--- src/rtl/lag_glyph_sequencer.sv ---
// Scanline glyph sequencer: walks snapshotted BCD fields through the shared char_rom
// and emits indexed glyph-byte writes into the overlay line buffer.

module lag_glyph_blank_det #(
  parameter int              FW         = 20,
  parameter logic [FW-1:0]   BLANK_CODE = '1,
  parameter bit              ZERO_BLANK = 1'b0
) (
  input  logic [FW-1:0] value_i,
  output logic          blank_o
);
  assign blank_o = (value_i == BLANK_CODE) || (ZERO_BLANK && (value_i == '0));
endmodule

module lag_glyph_sequencer #(
  parameter int                          NUM_FIELDS      = 4,
  parameter int                          DIGITS          = 5,
  parameter int                          ROM_LATENCY     = 2,
  parameter logic [DIGITS*4-1:0]         BLANK_CODE      = 20'hFFFFF,
  parameter logic [NUM_FIELDS-1:0]       ZERO_BLANK_MASK = 4'b0100
) (
  input  logic                             clock,
  input  logic                             reset_n,
  input  logic                             start,
  input  logic [3:0]                       glyph_row,
  input  logic [NUM_FIELDS*DIGITS*4-1:0]   bcdcount,
  output logic [7:0]                       char_addr,
  input  logic [7:0]                       char_data,
  output logic                             wr_en,
  output logic [4:0]                       wr_idx,
  output logic [7:0]                       wr_data,
  output logic                             busy,
  output logic                             done
);
  localparam int FW  = DIGITS * 4;
  localparam int FCW = (NUM_FIELDS > 1) ? $clog2(NUM_FIELDS) : 1;
  localparam int DCW = (DIGITS > 1) ? $clog2(DIGITS) : 1;

  typedef enum logic [2:0] {S_IDLE, S_CHECK, S_ISSUE, S_DRAIN, S_FINISH} state_t;

  state_t                          state_q;
  logic [NUM_FIELDS*FW-1:0]        snap_bcd_q;
  logic [3:0]                      snap_row_q;
  logic [FCW-1:0]                  fld_q, fld_d;
  logic [DCW-1:0]                  dig_q, dig_d;
  logic [7:0]                      char_addr_q;
  logic                            busy_q, done_q;
  logic [ROM_LATENCY:0]            vld_pipe;
  logic [ROM_LATENCY:0][4:0]       idx_pipe;

  logic [NUM_FIELDS-1:0][FW-1:0]   fields_w;
  logic [DIGITS-1:0][3:0]          digs_w;
  logic [NUM_FIELDS-1:0]           blank_w;
  logic [3:0]                      cur_digit_w;
  logic [4:0]                      cur_idx_w;
  logic                            issue_w, last_fld_w, last_dig_w, pipe_busy_w;

  assign fields_w    = snap_bcd_q;
  assign digs_w      = fields_w[fld_q];
  assign cur_digit_w = digs_w[dig_q];
  assign cur_idx_w   = 5'(fld_q) * 5'(DIGITS) + 5'(dig_q);
  assign fld_d       = fld_q + FCW'(1);
  assign dig_d       = dig_q + DCW'(1);
  assign last_fld_w  = (fld_q == FCW'(NUM_FIELDS - 1));
  assign last_dig_w  = (dig_q == DCW'(DIGITS - 1));
  assign issue_w     = (state_q == S_ISSUE);
  assign pipe_busy_w = |vld_pipe;

  // One blank detector per field, evaluated against the snapshot.
  for (genvar f = 0; f < NUM_FIELDS; f++) begin : g_blank
    lag_glyph_blank_det #(
      .FW        (FW),
      .BLANK_CODE(BLANK_CODE),
      .ZERO_BLANK(ZERO_BLANK_MASK[f])
    ) u_blank (
      .value_i(fields_w[f]),
      .blank_o(blank_w[f])
    );
  end

  always_ff @(posedge clock) begin
    if (!reset_n) begin
      state_q     <= S_IDLE;
      snap_bcd_q  <= '0;
      snap_row_q  <= '0;
      fld_q       <= '0;
      dig_q       <= '0;
      char_addr_q <= '0;
      busy_q      <= 1'b0;
      done_q      <= 1'b0;
    end else begin
      done_q <= 1'b0;
      case (state_q)
        S_IDLE: begin
          if (start) begin
            snap_bcd_q <= bcdcount;
            snap_row_q <= glyph_row;
            fld_q      <= '0;
            busy_q     <= 1'b1;
            state_q    <= S_CHECK;
          end
        end
        S_CHECK: begin
          if (!blank_w[fld_q]) begin
            dig_q   <= '0;
            state_q <= S_ISSUE;
          end else if (last_fld_w) begin
            state_q <= S_DRAIN;
          end else begin
            fld_q <= fld_d;
          end
        end
        S_ISSUE: begin
          char_addr_q <= {cur_digit_w, snap_row_q};
          if (last_dig_w) begin
            if (last_fld_w) begin
              state_q <= S_DRAIN;
            end else begin
              fld_q   <= fld_d;
              state_q <= S_CHECK;
            end
          end else begin
            dig_q <= dig_d;
          end
        end
        S_DRAIN: begin
          if (!pipe_busy_w) begin
            done_q  <= 1'b1;
            state_q <= S_FINISH;
          end
        end
        S_FINISH: begin
          busy_q  <= 1'b0;
          state_q <= S_IDLE;
        end
        default: state_q <= S_IDLE;
      endcase
    end
  end

  // Valid/index shift pipeline mirrors the ROM latency plus the address register.
  always_ff @(posedge clock) begin
    if (!reset_n) begin
      vld_pipe <= '0;
      idx_pipe <= '0;
    end else begin
      vld_pipe[0] <= issue_w;
      idx_pipe[0] <= issue_w ? cur_idx_w : 5'd0;
      for (int i = 1; i <= ROM_LATENCY; i++) begin
        vld_pipe[i] <= vld_pipe[i-1];
        idx_pipe[i] <= idx_pipe[i-1];
      end
    end
  end

  assign char_addr = char_addr_q;
  assign wr_en     = vld_pipe[ROM_LATENCY];
  assign wr_idx    = idx_pipe[ROM_LATENCY];
  // ROM output is only meaningful in the landing cycle, so pass it straight through.
  assign wr_data   = vld_pipe[ROM_LATENCY] ? char_data : 8'd0;
  assign busy      = busy_q;
  assign done      = done_q;

endmodule

--- config.mk ---
export PLATFORM = sky130hd
export DESIGN_NAME = lag_glyph_sequencer
export DESIGN_NICKNAME = d
export VERILOG_FILES = /design/src/rtl/lag_glyph_sequencer.sv
export SDC_FILE = /design/constraint.sdc
export NUM_CORES = 1
export LEC_CHECK = 0
export BUFFER_PORTS_ARGS = -buffer_cell sky130_fd_sc_hd__buf_2
export CORE_MARGIN = 2
export CORE_UTILIZATION = 43
export CTS_CLUSTER_DIAMETER = 30
export DETAILED_ROUTE_END_ITERATION = 12
export PLACE_DENSITY = 0.69
export SLEW_MARGIN = 0
export SYNTH_ARGS = -nofsm -noshare
export SYNTH_HDL_FRONTEND = slang
export SYNTH_SLANG_ARGS = --single-unit
export TNS_END_PERCENT = 20
--- constraint.sdc ---
create_clock -name clock -period 5.5 [get_ports clock]
set_clock_uncertainty 0.05 [all_clocks]
set_input_delay 0.55 -clock clock [delete_from_list [all_inputs] [get_ports clock]]
set_output_delay 0.55 -clock clock [all_outputs]
set_load 0.01 [all_outputs]
==> results.yml <==
logic_synthesis:
  yosysWarnings: 0
  synth-edff-count: 0
  synthMuxAreaShare_pct: 11.1
  netlist_instances: 617
  synth_fa_ha_area_share_pct: 2.37
  yosys.area_share.simple_pct: 22.3
  synth_top_family_by_area: "simple AND/OR/NAND/NOR gates"
  synthArstFlopShare_pct: 0
  ys_seq_area_share_pct: 43.0
  syn_nets: 722
  synth_compound_area_share_pct: 15.8
  yosys.area_share.xor_xnor_pct: 0.313
  synth-main-ff-cell: "dfxtp_1"
  syn-cell-area_um2: 5590
  syn_area_per_cell_um2: 9.06
  ys_ff_latch: 120
  synth.distinct_cells: 47
global_routing:
  grt_use_total_pct: 21.8
  antenna_found_initial: 0
  grt_max_degree: 85
  overflow: 0
  grt_pass1_vias: 4598
  grt_pass1_wl_um: 23700
sta:
  max_freq_ghz: 0.412
  finalCriticalPeriod_ps: 2430
  drv_slew: 0
  setup_violations: 0
  tightest_slew_ps: 1190
  rsz0062_at_grt: "false"
  finalHoldViolCount: 0
  fin_crit_sh_pct: 44.1
  relSlewSlack_pct: 19.9
  tns_ps: 0
pwr:
  power_frac_comb_pct: 15.1
  switching_share_pct: 27.5
  p_int_mw: 1.78
  ir_worst_vdd_uv: 194
  switchingPower_mw: 0.676
  pwr-share-clk_pct: 42.4
  seqPwrFrac_pct: 42.4
  power_density_nw_per_um2: 365
  p_leak_nw: 2.78
floorplan:
  pin_count: 119
  start_util_pct: 44.1
  rows: 41
  die_h_um: 118
  dieArea_um2: 13900
  fp.dieW_um: 118
  core_um2: 12700
outcome:
  status: "complete, no violations"
hold_path:
  hp-class: "input port to register"
final_layout:
  fin_nets: 815
  synthToLayoutAreaGrowth_pct: 20.5
  seqCellArea_um2: 2400
  multi_input_area_um2: 2910
  diodes: 0
  final_area_um2: 6740
  drive_above_1_share_pct: 23.0
  fill_cells: 1205
clock_tree:
  cts_inserted_buffers: 17
  clock_path_buffers: 2
  clk_pin_slew_worst_paths_ps: 60
  cts_tree: "done"
  htreeDepth: 4
  cts_resized: 0
  cts_setup_buffers: 0
  cts-root-buf: "clkbuf_16"
  clock_sinks: 120
  hold_buffers: 0
  worst_skew_pair.late_latency_ps: 410
placement:
  placed_cell_area_um2: 6180
  io_buffers: 118
  hpwlAfterDp_um: 10700
  place.gp.congestion: 0.930
worst_setup_path:
  path_cells: "inv_1, nor3_1, nand2_1, inv_1, nand2_1, mux2i_1"
  critPathMaxStageDelay_ps: 940
  crit_type: "register to register"
  cp-end-kind: "register"
  crit_slowest_cell: "nor3_1"
  worstPathMaxFanout: 14
  cp_data_required_time_ps: 5790
  start_kind: "register"
  cp_data_arrival_time_ps: 2720
detailed_routing:
  vias_per_cell: 5.43
  drc: 0
  detail-route-antenna-nets: 0
  dr.first_iter.drc_count: 442
  routed_wire_length_per_instance_um: 16.5
  drtPass1Iterations: 5
  wl_um: 14700
  vias: 4861
run:
  cap_violations: 0
[path summary, 6_finish.rpt]
kind         slack [ps]                         to  cells past startpoint               startpoint
max reg2reg        3070      dig_q[1]$_SDFFE_PN0P_                      6  state_q[1]$_SDFFE_PN0P_
max                3070      dig_q[1]$_SDFFE_PN0P_                      6  state_q[1]$_SDFFE_PN0P_
min                 330  fields_w[26]$_SDFFE_PN0P_                      3             bcdcount[26]
min reg2reg         380       wr_idx[1]$_SDFF_PN0_                      1   idx_pipe[6]$_SDFF_PN0_
[critical path, delay by kind of cell (launching register included)]
kind | cells | cell delay [ps]
DFF | 1 | 590
muxes | 1 | 120
and+or+nand+nor | 3 | 1230
buffers and inverters | 2 | 350
[power groups by stage]
stage               logic [mW]  registers, mW  clock network, mW
finish                   0.372           1.04               1.04
global route             0.421           1.05               1.10
CTS                      0.375           1.04               1.06
detailed placement       0.373           1.06                  0
global placement         0.362           1.05                  0
floorplan                0.294           1.01                  0
[cells in the final DEF, fill, tap and decap left out, drive strengths merged, types with 4 or more instances in the layout]
master  Yosys  routed
nor3        5       5
nor4        9       9
clkinv      1       8
clkbuf     31      22
buf        18     123
nand2b      5       5
o21ai      11      11
a21boi     88      88
dfxtp     120     120
and3        6       6
mux4       24      24
ha          9       9
a21oi       8       8
a31oi       4       4
nand2     192     192
and2       20      20
nor2        7       7
nand3      11      11
nand4      16      16
inv         5       5
[per-stage QoR]
step / hold WS (ps) / total power, mW / util (%) / cells / setup slack (ps)
after floorplan: 362 / 1.31 / - / 617 / 3510
after global placement: 363 / 1.42 / 48.8 / 863 / 3230
after detailed placement: 370 / 1.43 / 48.8 / 863 / 3130
after CTS: 320 / 2.48 / 53.2 / 895 / 3080
after global routing: 335 / 2.57 / 53.2 / 895 / 2730
final: 330 / 2.46 / 53.2 / 895 / 3070
[Yosys cell counts (3+ instances only)]
library cell,instances,area (um2)
buf_6,3,33.8
mux4_1,12,315
o21ai_0,10,50.1
dfxtp_1,120,2400
nor2_1,7,26.3
and3_1,6,37.5
nand2b_1,5,31.3
mux2i_1,3,30.0
inv_1,5,18.8
ha_1,9,113
buf_4,6,45.0
nand3_1,11,55.1
nor4_1,8,50.1
a21boi_0,88,661
clkbuf_1,31,116
nor3_1,5,25.0
mux4_4,3,75.1
a31oi_1,4,25.0
nand4_1,16,100
and2_1,20,125
mux4_2,9,203
a21oi_1,8,40.0
buf_1,5,18.8
nand2_1,192,721
[state kept, by name, summed over array words and instances (netlist names)]
name	count
snap_row_q	4
dig_q	3
fields_w	80
busy	1
idx_pipe	10
char_addr	8
wr_idx	5
state_q	3
done	1
vld_pipe	3
fld_q	2
[layer usage]
metal  GRT usage [%]  routed length (um)
met1            25.7                6090
met2            36.6                7200
met3            5.96                 971
met4            10.4                 478
met5               0                   0
[cells by family after synthesis]
| family | Yosys count |
|---|---|
| compound gates | 124 |
| xor+xnor | 2 |
| fa+ha+maj | 10 |
| mux | 27 |
| buf+inv | 55 |
| flops | 120 |
| simple gates | 279 |
[area by class of cell]
| class | count | area share [%] |
|---|---|---|
| multi-input cells | 442 | 43.2 |
| flip-flops and latches | 120 | 35.6 |
| repair buffers | 123 | 9.32 |
| clock buffers | 22 | 6.74 |
| well taps | 172 | 3.19 |
| clock inverters | 10 | 1.52 |
| inverters | 6 | 0.334 |
(Power assumes the default switching activity.)
